<file path="src/rtl/hazard_scoreboard_unit.sv">
// Hazard unit for the 5-stage pipeline: operand forwarding, load-use/branch control,
// and a pending-write scoreboard for a single variable-latency multi-cycle unit.
module hazard_scoreboard_unit #(
    parameter int NREG  = 32,
    parameter int AW    = 5,
    parameter int LAT_W = 4,
    parameter int CNT_W = 16
) (
    input  logic             clk,
    input  logic             rst_n,
    input  logic             Branch_ID,
    input  logic             rs1use_ID,
    input  logic             rs2use_ID,
    input  logic [AW-1:0]    rs1_ID,
    input  logic [AW-1:0]    rs2_ID,
    input  logic [AW-1:0]    rd_ID,
    input  logic             RegWrite_ID,
    input  logic             mc_ID,
    input  logic [AW-1:0]    rd_EXE,
    input  logic [AW-1:0]    rs2_EXE,
    input  logic [AW-1:0]    rd_MEM,
    input  logic             RegWrite_EXE,
    input  logic             DatatoReg_EXE,
    input  logic             mem_w_EXE,
    input  logic             RegWrite_MEM,
    input  logic             DatatoReg_MEM,
    input  logic             issue_mc_EXE,
    input  logic [LAT_W-1:0] mc_lat_EXE,
    output logic             PC_EN_IF,
    output logic             reg_FD_stall,
    output logic             reg_FD_flush,
    output logic             reg_DE_flush,
    output logic [1:0]       forward_ctrl_A,
    output logic [1:0]       forward_ctrl_B,
    output logic             forward_ctrl_ls,
    output logic             mc_busy,
    output logic             mc_wb_valid,
    output logic [AW-1:0]    mc_wb_rd,
    output logic             mc_err,
    output logic [CNT_W-1:0] stall_cnt
);

    logic [NREG-1:0]  pending;
    logic [NREG-1:0]  pending_next;
    logic [LAT_W-1:0] cnt;
    logic [LAT_W-1:0] lat_eff;
    logic [AW-1:0]    mc_rd;

    logic src1_v, src2_v;
    logic unit_long_busy, issue_ok;
    logic load_use, raw_inflight, raw_issuing, waw, structural, stall;

    assign src1_v         = rs1use_ID && (rs1_ID != '0);
    assign src2_v         = rs2use_ID && (rs2_ID != '0);
    assign unit_long_busy = (cnt > LAT_W'(1));
    assign issue_ok       = issue_mc_EXE && !unit_long_busy;
    assign lat_eff        = (mc_lat_EXE == '0) ? LAT_W'(1) : mc_lat_EXE;

    assign mc_busy     = (cnt != '0);
    assign mc_wb_valid = (cnt == LAT_W'(1));
    assign mc_wb_rd    = mc_rd;

    always_comb begin
        load_use     = RegWrite_EXE && DatatoReg_EXE &&
                       ((src1_v && (rs1_ID == rd_EXE)) || (src2_v && (rs2_ID == rd_EXE)));
        raw_inflight = (src1_v && pending[rs1_ID]) || (src2_v && pending[rs2_ID]);
        raw_issuing  = issue_mc_EXE &&
                       ((src1_v && (rs1_ID == rd_EXE)) || (src2_v && (rs2_ID == rd_EXE)));
        waw          = RegWrite_ID && (rd_ID != '0) && pending[rd_ID];
        structural   = mc_ID && (unit_long_busy || issue_mc_EXE);
        stall        = load_use || raw_inflight || raw_issuing || waw || structural;
    end

    always_comb begin
        PC_EN_IF     = 1'b1;
        reg_FD_stall = 1'b0;
        reg_FD_flush = 1'b0;
        reg_DE_flush = 1'b0;
        if (stall) begin
            PC_EN_IF     = 1'b0;
            reg_FD_stall = 1'b1;
            reg_DE_flush = 1'b1;
        end else if (Branch_ID) begin
            reg_FD_flush = 1'b1;
        end
    end

    // An op sitting in EXE as a multi-cycle issue has no ALU result to forward yet.
    always_comb begin
        forward_ctrl_A = 2'b00;
        if (src1_v) begin
            if (RegWrite_EXE && !issue_mc_EXE && (rd_EXE == rs1_ID))
                forward_ctrl_A = 2'b01;
            else if (RegWrite_MEM && (rd_MEM == rs1_ID))
                forward_ctrl_A = DatatoReg_MEM ? 2'b11 : 2'b10;
        end
        forward_ctrl_B = 2'b00;
        if (src2_v) begin
            if (RegWrite_EXE && !issue_mc_EXE && (rd_EXE == rs2_ID))
                forward_ctrl_B = 2'b01;
            else if (RegWrite_MEM && (rd_MEM == rs2_ID))
                forward_ctrl_B = DatatoReg_MEM ? 2'b11 : 2'b10;
        end
    end

    assign forward_ctrl_ls = mem_w_EXE && RegWrite_MEM && DatatoReg_MEM &&
                             (rd_MEM == rs2_EXE) && (rs2_EXE != '0);

    // Clear is applied before set so a back-to-back reissue to the same rd keeps it pending.
    always_comb begin
        pending_next = pending;
        if (cnt == LAT_W'(1))
            pending_next[mc_rd] = 1'b0;
        if (issue_ok && (rd_EXE != '0))
            pending_next[rd_EXE] = 1'b1;
        pending_next[0] = 1'b0;
    end

    always_ff @(posedge clk) begin
        if (!rst_n) begin
            pending   <= '0;
            cnt       <= '0;
            mc_rd     <= '0;
            mc_err    <= 1'b0;
            stall_cnt <= '0;
        end else begin
            pending <= pending_next;
            if (issue_ok) begin
                cnt   <= lat_eff;
                mc_rd <= rd_EXE;
            end else if (cnt != '0) begin
                cnt <= cnt - LAT_W'(1);
            end
            if (issue_mc_EXE && unit_long_busy)
                mc_err <= 1'b1;
            if (stall && (stall_cnt != '1))
                stall_cnt <= stall_cnt + CNT_W'(1);
        end
    end

endmodule

</file>
<file path="config.mk">
export PLATFORM = sky130hd
export DESIGN_NAME = hazard_scoreboard_unit
export DESIGN_NICKNAME = d
export VERILOG_FILES = /design/src/rtl/hazard_scoreboard_unit.sv
export SDC_FILE = /design/constraint.sdc
export NUM_CORES = 1
export LEC_CHECK = 0
export ABC_AREA = 1
export CORE_MARGIN = 4
export CORE_UTILIZATION = 52
export CTS_BUF_LIST = sky130_fd_sc_hd__clkbuf_8
export CTS_CLUSTER_DIAMETER = 120
export CTS_CLUSTER_SIZE = 30
export DETAILED_ROUTE_END_ITERATION = 7
export PLACE_DENSITY = 0.88
export SLEW_MARGIN = 20
export SYNTH_ARGS = -nofsm -noshare
export SYNTH_HDL_FRONTEND = slang
export SYNTH_SLANG_ARGS = --single-unit
</file>
<file path="constraint.sdc">
create_clock -name clk -period 2.4 [get_ports clk]
set_input_delay 0.48 -clock clk [delete_from_list [all_inputs] [get_ports clk]]
set_output_delay 0.48 -clock clk [all_outputs]
set_load 0.005 [all_outputs]
</file>
==> results of run 1 <==
## area by class of cell
type,instances,area [um^2],share of cell area (%)
Clock inverter,7,77.6,1.31
Clock buffer,9,124,2.09
Tap cell,102,128,2.15
Sequential cell,57,1140,19.3
Timing Repair inverter,1,7.51,0.126
Multi-Input combinational cell,519,2690,45.3
Inverter,85,330,5.56
Timing Repair Buffer,170,1440,24.3
## critical path, stage by stage
cell and delay, ns:
clkdlybuf4s15_1 0.25, xnor2_1 0.23, nand2_1 0.10, nor2_2 0.14
buf_4 0.13, nand4_1 0.10, o22ai_1 0.19, dlygate4sd2_1 0.26
## power by group
group          switching [mW]  total, mW  internal (mW)
sequential             0.0972       1.13           1.03
clock                   0.437      0.925          0.487
combinational           0.783       1.40          0.613
## cell families after synthesis
kind of cell,after synthesis
flip-flops,57
AND/OR/NAND/NOR,367
adder cells (fa/ha/maj),3
buffers and inverters,113
AO/OA/AOI/OAI,121
XOR/XNOR,28
## cells in the mapped netlist (all sizes together)
cell | number | area (um^2)
or2 | 1 | 6.26
clkinv | 2 | 7.51
o31ai | 2 | 15.0
nand2 | 175 | 662
clkbuf | 7 | 27.5
o211ai | 5 | 37.5
o21ai | 44 | 224
nor3 | 17 | 106
xnor2 | 11 | 96.3
a21boi | 2 | 15.0
and3 | 2 | 12.5
a211oi | 3 | 22.5
xor2 | 17 | 149
buf | 21 | 145
a21oi | 58 | 290
nor2 | 44 | 183
nand3 | 112 | 566
nor4 | 4 | 31.3
dfxtp | 57 | 1140
ha | 3 | 37.5
nand4 | 12 | 75.1
a2111oi | 1 | 8.76
o22ai | 6 | 37.5
inv | 83 | 312
## worst max-delay path by stage
stage / end / slack [ns] / depth (start not counted)
6_report: forward_ctrl_A[0] / 0.04 / 8
2_1_floorplan: reg_FD_stall / 0.19 / 14
3_5_place_dp: reg_FD_flush / -0.70 / 13
3_3_place_gp: reg_FD_flush / -0.66 / 13
4_1_cts: reg_FD_stall / 0.02 / 11
5_1_grt: forward_ctrl_A[0] / -0.07 / 8
## per-stage QoR
step                TNS (ns)  cells  total power, mW  hold slack (ns)
floorplan                  0    689             1.79            0.444
global placement       -6.66    915             2.32            0.458
detailed placement     -7.70    915             2.36            0.466
CTS                        0    946             3.33            0.477
global route          -0.153    950             3.62            0.494
finish                     0    950             3.45            0.483
## sequential cells by signal, indices dropped and copies added (netlist names)
name       flops
cnt            4
mc_err         1
mc_wb_rd       5
pending       31
stall_cnt     16
## metal layers
layer	track usage, %	wire [um]	share of wire [%]
met4	17.0	936	5.6
met2	57.1	7840	47
met3	7.00	1850	11
met1	40.4	6150	37
met5	0	0	0
## timing repair
item / 4_1_cts / 5_1_grt
cloned: 3 / 0
pin swaps: 16 / 22
resized for setup: 95 / 65
setup endpoints to repair: 9 / 7
buffers inserted: 13 / 4
hold endpoints to repair: 0 / 0
==> tab_implementation.tex, run 1 <==
\begin{tabular}{lr}
\hline
Metric & Value \\
\hline
\multicolumn{2}{l}{\textbf{Detailed routing}} \\
Number of DRC markers in iteration 0 & 679 \\
Average detailed-routed wire length per instance & 17.7 um \\
Total Wirelength & 16.8 mm \\
Antenna violation net count after detailed routing & 0 \\
Via total after detailed routing & $\sim$5600 \\
Avg Vias per Cell & 5.92 \\
First-pass DRT Iterations & 6 \\
Number of remaining DRC errors & 0 \\
\multicolumn{2}{l}{\textbf{Cells and area}} \\
Layout-stage area growth over the synthesis result & 41.1\% \\
Top library cells by usage in the layout, fill and taps aside & nand2\_1 (170), nand3\_1 (106), buf\_4 (80) \\
Count of antenna diodes in the layout & 0 \\
Number of fill cells & between 500 and 600 \\
Fraction of final layout cells with drive strength greater than 1 & 23.1\% \\
Utilization after layout & about three quarters \\
Finished layout cell area & 0.00594 mm\^{}2 \\
Most frequent standard cell in the layout excluding fill and tap cells & nand2\_1 \\
Count of nets after finishing & around 890 \\
\multicolumn{2}{l}{\textbf{Synth}} \\
Number of instances in the synthesized netlist & 689 \\
Largest family of logic cells by synthesized area & simple AND/OR/NAND/NOR gates \\
Area share of and/or/nand/nor cells after synthesis & 39.0\% \\
Average cell area after synthesis & around 6.1 um\^{}2 \\
YS warnings & 0 \\
Seq/Total Area, Yosys & 27.1\% \\
Fraction of synthesized area in multiplexers & 0\% \\
Number of distinct library cells after synthesis & 37 \\
Compound-Gate Fraction of Synth Area & 15.5\% \\
Post-synthesis instance area & 0.00421 mm\^{}2 \\
XOR/XNOR share of the synthesized area & 5.83\% \\
Net Count, Synth & 739 \\
Number of register bits inferred by synthesis & 57 \\
Fraction of the mapped netlist area in adder cells & 0.892\% \\
\multicolumn{2}{l}{\textbf{Outcome}} \\
Result of the run & completed \\
\multicolumn{2}{l}{\textbf{Timing}} \\
Finish-stage setup viols & 0 \\
Count of final hold-check violations & 0 \\
Smallest setup slack after layout & 0.0377 ns \\
Highest attainable clock frequency & 0.423 GHz \\
Largest clock skew in the final design & 0.0142 ns \\
Fin crit share & a little over nine tenths \\
Final critical path time including I/O delays and setup & 2.36 ns \\
Transition time of the tightest slew-check pin & 0.449 ns \\
Max Transition Viols Final & 0 \\
Max-slew headroom at the worst pin & 69.9\% \\
\multicolumn{2}{l}{\textbf{Global routing}} \\
Number of antenna violations at the first check in global routing & 0 \\
Via count of the first global-routing pass & 5595 \\
Wire length of the first global-routing pass & 26.5 mm \\
Pin count of the biggest net entering global routing & 33 \\
Grt ovf & 0 \\
Total global routing track utilization & 33.8\% \\
\multicolumn{2}{l}{\textbf{Clocking}} \\
Hold buffers post-CTS & 0 \\
Clk\_lat worst skew & approximately 0.35 ns \\
Clock tree from TritonCTS & built \\
Clock Path Buffers & 2 \\
Number of H-tree branching levels & 3 \\
Number of clock buffers inserted by TritonCTS & 9 \\
CTS Sinks & 57 \\
Register clock-pin slew on the reported worst setup and hold paths & 0.07 ns \\
Root buffer cell & clkbuf\_8 \\
\multicolumn{2}{l}{\textbf{Setup path}} \\
Critical register-to-register path startpoint & stall\_cnt[3]\$\_SDFFE\_PN0P\_ \\
Crit end category & output pin \\
CP arrival & 1.88 ns \\
Endpoint of the most critical register-to-register path & stall\_cnt[14]\$\_SDFFE\_PN0P\_ \\
Worst Reg-to-Reg Cells & 13 \\
Setup slack, reg-to-reg & between 0.2 and 0.3 ns \\
Required time at the worst-slack endpoint & 1.92 ns \\
CP startpoint & rd\_EXE[0] \\
Critical Path Start Type & input pin \\
Critical setup path kind & in2out \\
Biggest fanout along the worst timing path & 4 \\
\multicolumn{2}{l}{\textbf{Floorplanning}} \\
Standard cell core area & a little under 0.008 mm\^{}2 \\
Die ar. & 0.00960 mm\^{}2 \\
Die Y & 98.0 um \\
Top-Level Pins & 80 \\
Die width & 98.0 um \\
Site row count & 32 \\
Starting density of the core & 53.9\% \\
\multicolumn{2}{l}{\textbf{Placement}} \\
GPL Wtd Cong & slightly above 0.9 \\
Area after DPL & 0.00554 mm\^{}2 \\
Detailed placer's ending HPWL & 11.2 mm \\
Number of buffers added on ports & 79 \\
Place WS & -0.698 ns \\
\multicolumn{2}{l}{\textbf{Flow run}} \\
Max-cap check violation count & 0 \\
\multicolumn{2}{l}{\textbf{Power}} \\
Maximum VDD drop & 0.736 mV \\
Pwr dens & 581 mW/mm\^{}2 \\
LEAKAGE & 2.64 nW \\
\multicolumn{2}{l}{\textbf{Hold path}} \\
Worst Hold Class & reg2reg \\
Endpoint, Worst Hold & pending[31]\$\_SDFF\_PN0\_ \\
Min-delay src & pending[31]\$\_SDFF\_PN0\_ \\
Cells on Worst Hold Path & 2 \\
\hline
\end{tabular}
No activity file was read; power rests on OpenSTA's default activity.
==> inputs of run 2 (changes only) <==
--- a/config.mk
+++ b/config.mk
@@ -13,7 +13,6 @@
 export CTS_CLUSTER_SIZE = 30
 export DETAILED_ROUTE_END_ITERATION = 7
 export PLACE_DENSITY = 0.88
-export SLEW_MARGIN = 20
 export SYNTH_ARGS = -nofsm -noshare
 export SYNTH_HDL_FRONTEND = slang
 export SYNTH_SLANG_ARGS = --single-unit
==> results of run 2 <==
Same layout as run 1: the final DEF is identical, and so are final timing and power.
==> inputs of run 3 (changes only) <==
--- a/config.mk
+++ b/config.mk
@@ -7,12 +7,13 @@
 export LEC_CHECK = 0
 export ABC_AREA = 1
 export CORE_MARGIN = 4
-export CORE_UTILIZATION = 52
+export CORE_UTILIZATION = 35
 export CTS_BUF_LIST = sky130_fd_sc_hd__clkbuf_8
 export CTS_CLUSTER_DIAMETER = 120
 export CTS_CLUSTER_SIZE = 30
 export DETAILED_ROUTE_END_ITERATION = 7
-export PLACE_DENSITY = 0.88
+export PLACE_DENSITY = 0.65
+export SETUP_SLACK_MARGIN = 0.2
 export SYNTH_ARGS = -nofsm -noshare
 export SYNTH_HDL_FRONTEND = slang
 export SYNTH_SLANG_ARGS = --single-unit
==> run 3 against run 2 <==
Sequential power barely moved; die area rose by 44%; wire length fell by 0.87%; design area rose by 6.5%; final cell count rose by 5.8%; non-clock buffer count rose by 14; combinational power rose by 11%; register-to-register slack improved by 0.08 ns; hold slack got worse by 0.0040 ns; via count fell by 3.6%; critical path type unchanged; critical endpoint is now reg_FD_flush.
==> tab_implementation.tex, run 3 (same netlist as run 1, synthesis figures left out) <==
\begin{tabular}{lr}
\hline
Metric & Value \\
\hline
\multicolumn{2}{l}{\textbf{Setup path}} \\
Worst Reg-to-Reg Cells & 16 \\
Critical path, cell by cell & clkdlybuf4s50\_1 > nand3\_1 > nor2\_1 > nand2\_1 > nand3\_2 > nand2\_4 > inv\_2 > nand2\_4 > nor2\_1 > buf\_2 \\
Maximum cell stage delay along the critical path & 0.52 ns \\
Critical Path Start Type & input pin \\
Critical setup path kind & in2out \\
CP max-delay cell & clkdlybuf4s50\_1 \\
Crit end category & output pin \\
Required time at the worst-slack endpoint & approximately 1.9 ns \\
CP arrival & $\sim$1.8 ns \\
Biggest fanout along the worst timing path & 4 \\
\multicolumn{2}{l}{\textbf{Placement}} \\
GPL Wtd Cong & 0.907 \\
Cells after DPL & 960 \\
Number of buffers added on ports & between 70 and 80 \\
Detailed placer's ending HPWL & 12.0 mm \\
Place WS & -0.714 ns \\
\multicolumn{2}{l}{\textbf{Clocking}} \\
Hold buffers post-CTS & 0 \\
Clk\_lat worst skew & between 0.3 and 0.4 ns \\
Root buffer cell & clkbuf\_8 \\
Number of clock buffers inserted by TritonCTS & 9 \\
Number of H-tree branching levels & 3 \\
Clock Path Buffers & 2 \\
CTS Sinks & 57 \\
Register clock-pin slew on the reported worst setup and hold paths & 0.07 ns \\
Clock tree from TritonCTS & built \\
\multicolumn{2}{l}{\textbf{Floorplanning}} \\
Standard cell core area & 0.0116 mm\^{}2 \\
Die width & 118 um \\
Starting density of the core & 36.2\% \\
Die ar. & between 0.01 and 0.015 mm\^{}2 \\
Site row count & 39 \\
Top-Level Pins & 80 \\
Die Y & 118 um \\
\multicolumn{2}{l}{\textbf{Global routing}} \\
Number of antenna violations at the first check in global routing & 0 \\
Total global routing track utilization & a little under a quarter \\
Wire length of the first global-routing pass & 26.6 mm \\
Via count of the first global-routing pass & between 5000 and 6000 \\
Pin count of the biggest net entering global routing & 28 \\
Grt ovf & 0 \\
\multicolumn{2}{l}{\textbf{Detailed routing}} \\
First-pass DRT Iterations & 5 \\
Avg Vias per Cell & 5.39 \\
Number of DRC markers in iteration 0 & 475 \\
Average detailed-routed wire length per instance & 16.5 um \\
Antenna violation net count after detailed routing & 0 \\
Via total after detailed routing & 5418 \\
Total Wirelength & 16.6 mm \\
Number of remaining DRC errors & 0 \\
\multicolumn{2}{l}{\textbf{Power}} \\
Pwr dens & 567 mW/mm\^{}2 \\
Internal power & between 2 and 2.5 mW \\
Maximum VDD drop & slightly above 0.6 mV \\
Power dissipated by switching net loads & 1.34 mW \\
Total Power Consumption & about 3.6 mW \\
Combinational fraction of design power & 43.2\% \\
Power share of the sequential group & 32.3\% \\
Fraction of power consumed by the clock network & 24.5\% \\
Switching Fraction & a little under two fifths \\
LEAKAGE & 2.78 nW \\
\multicolumn{2}{l}{\textbf{Timing}} \\
Count of final hold-check violations & 0 \\
Final critical path time including I/O delays and setup & 2.28 ns \\
Largest clock skew in the final design & 0.0118 ns \\
Transition time of the tightest slew-check pin & 0.702 ns \\
Max-slew headroom at the worst pin & 52.8\% \\
Smallest setup slack after layout & 0.118 ns \\
Finish-stage setup viols & 0 \\
Highest attainable clock frequency & 0.438 GHz \\
Setup repair after global routing missed its margin & yes \\
Fin crit share & 95.1\% \\
Max Transition Viols Final & 0 \\
Total negative setup slack & 0 ns \\
\multicolumn{2}{l}{\textbf{Hold path}} \\
Worst Hold Class & reg2reg \\
Cells on Worst Hold Path & 2 \\
\multicolumn{2}{l}{\textbf{Cells and area}} \\
Number of flip-flops in the largest register & 31 \\
Register ranked first by flip-flop count & pending \\
Count of nets after finishing & 907 \\
Layout-stage area growth over the synthesis result & 50.3\% \\
Top library cells by usage in the layout, fill and taps aside & nand2\_1 (168), nand3\_1 (98), buf\_4 (87) \\
Fraction of final layout cells with drive strength greater than 1 & 28.4\% \\
Final cell count without fillers & 1005 \\
Most frequent standard cell in the layout excluding fill and tap cells & nand2\_1 \\
Count of antenna diodes in the layout & 0 \\
\multicolumn{2}{l}{\textbf{Outcome}} \\
Result of the run & completed \\
\multicolumn{2}{l}{\textbf{Flow run}} \\
Max-cap check violation count & 0 \\
\hline
\end{tabular}
run 3: changes by cell type in the layout (fill, tap and decap cells not counted), moves of 7 or more:
cell      change
buf_2         +9
buf_4         +7
nand3_2       +8
nand3_1       -8
dfxtp_1       -9
clkbuf_2      -8
dfxtp_2       +8
run 3: what timing repair did:
item,CTS,global route
buffers inserted,22,4
pin swaps,35,43
gates cloned,2,1
setup endpoints to repair,25,21
endpoints found under the hold margin,0,0
gates resized for setup,155,88
run 3: worst paths after layout:
| kind | start | to | slack, ns |
|---|---|---|---|
| setup / recovery | rd_ID[4] | reg_FD_flush | 0.12 |
| hold / removal | pending[22]$_SDFF_PN0_ | pending[22]$_SDFF_PN0_ | 0.48 |
| setup reg to reg | cnt[0]$_SDFFE_PN0P_ | stall_cnt[0]$_SDFFE_PN0P_ | 0.35 |
| hold reg to reg | pending[22]$_SDFF_PN0_ | pending[22]$_SDFF_PN0_ | 0.48 |
run 3: critical path: cells and delay by family:
kind / cells / cell delay [ns]
buffers and inverters: 3 / 0.70
AND/OR/NAND/NOR: 7 / 0.62
run 3: through the flow:
stage          hold WS, ns  area, um^2  utilization (%)
2_1_floorplan        0.444        4210                -
3_3_place_gp         0.458        5630             48.5
3_5_place_dp         0.466        5630             48.5
4_1_cts              0.478        6160             53.0
5_1_grt              0.509        6330             54.5
6_report             0.479        6330             54.5
run 3: layer usage:
| layer | global-route usage [%] | routed length [um] | vias up |
|---|---|---|---|
| li1 | - | - | 2629 |
| met1 | 30.9 | 7170 | 2510 |
| met2 | 38.2 | 7660 | 231 |
| met3 | 4.28 | 1220 | 48 |
| met4 | 10.3 | 580 | 0 |
| met5 | 0 | 0 | - |
run 3: final cells by class:
type | instances | area (um^2)
inverters | 85 | 339
repair inverters | 1 | 7.51
repair buffers | 184 | 1630
clock inverters | 7 | 63.8
well taps | 143 | 179
fillers | 1151 | 5290
multi-input cells | 519 | 2830
flip-flops and latches | 57 | 1160
clock buffers | 9 | 124
run 3: power groups by stage:
stage | logic [mW] | clock network [mW] | registers [mW]
after global routing | 1.70 | 0.914 | 1.18
after floorplan | 0.662 | 0 | 1.13
final | 1.55 | 0.879 | 1.16
after global placement | 1.24 | 0 | 1.14
after CTS | 1.42 | 0.881 | 1.15
after detailed placement | 1.26 | 0 | 1.15
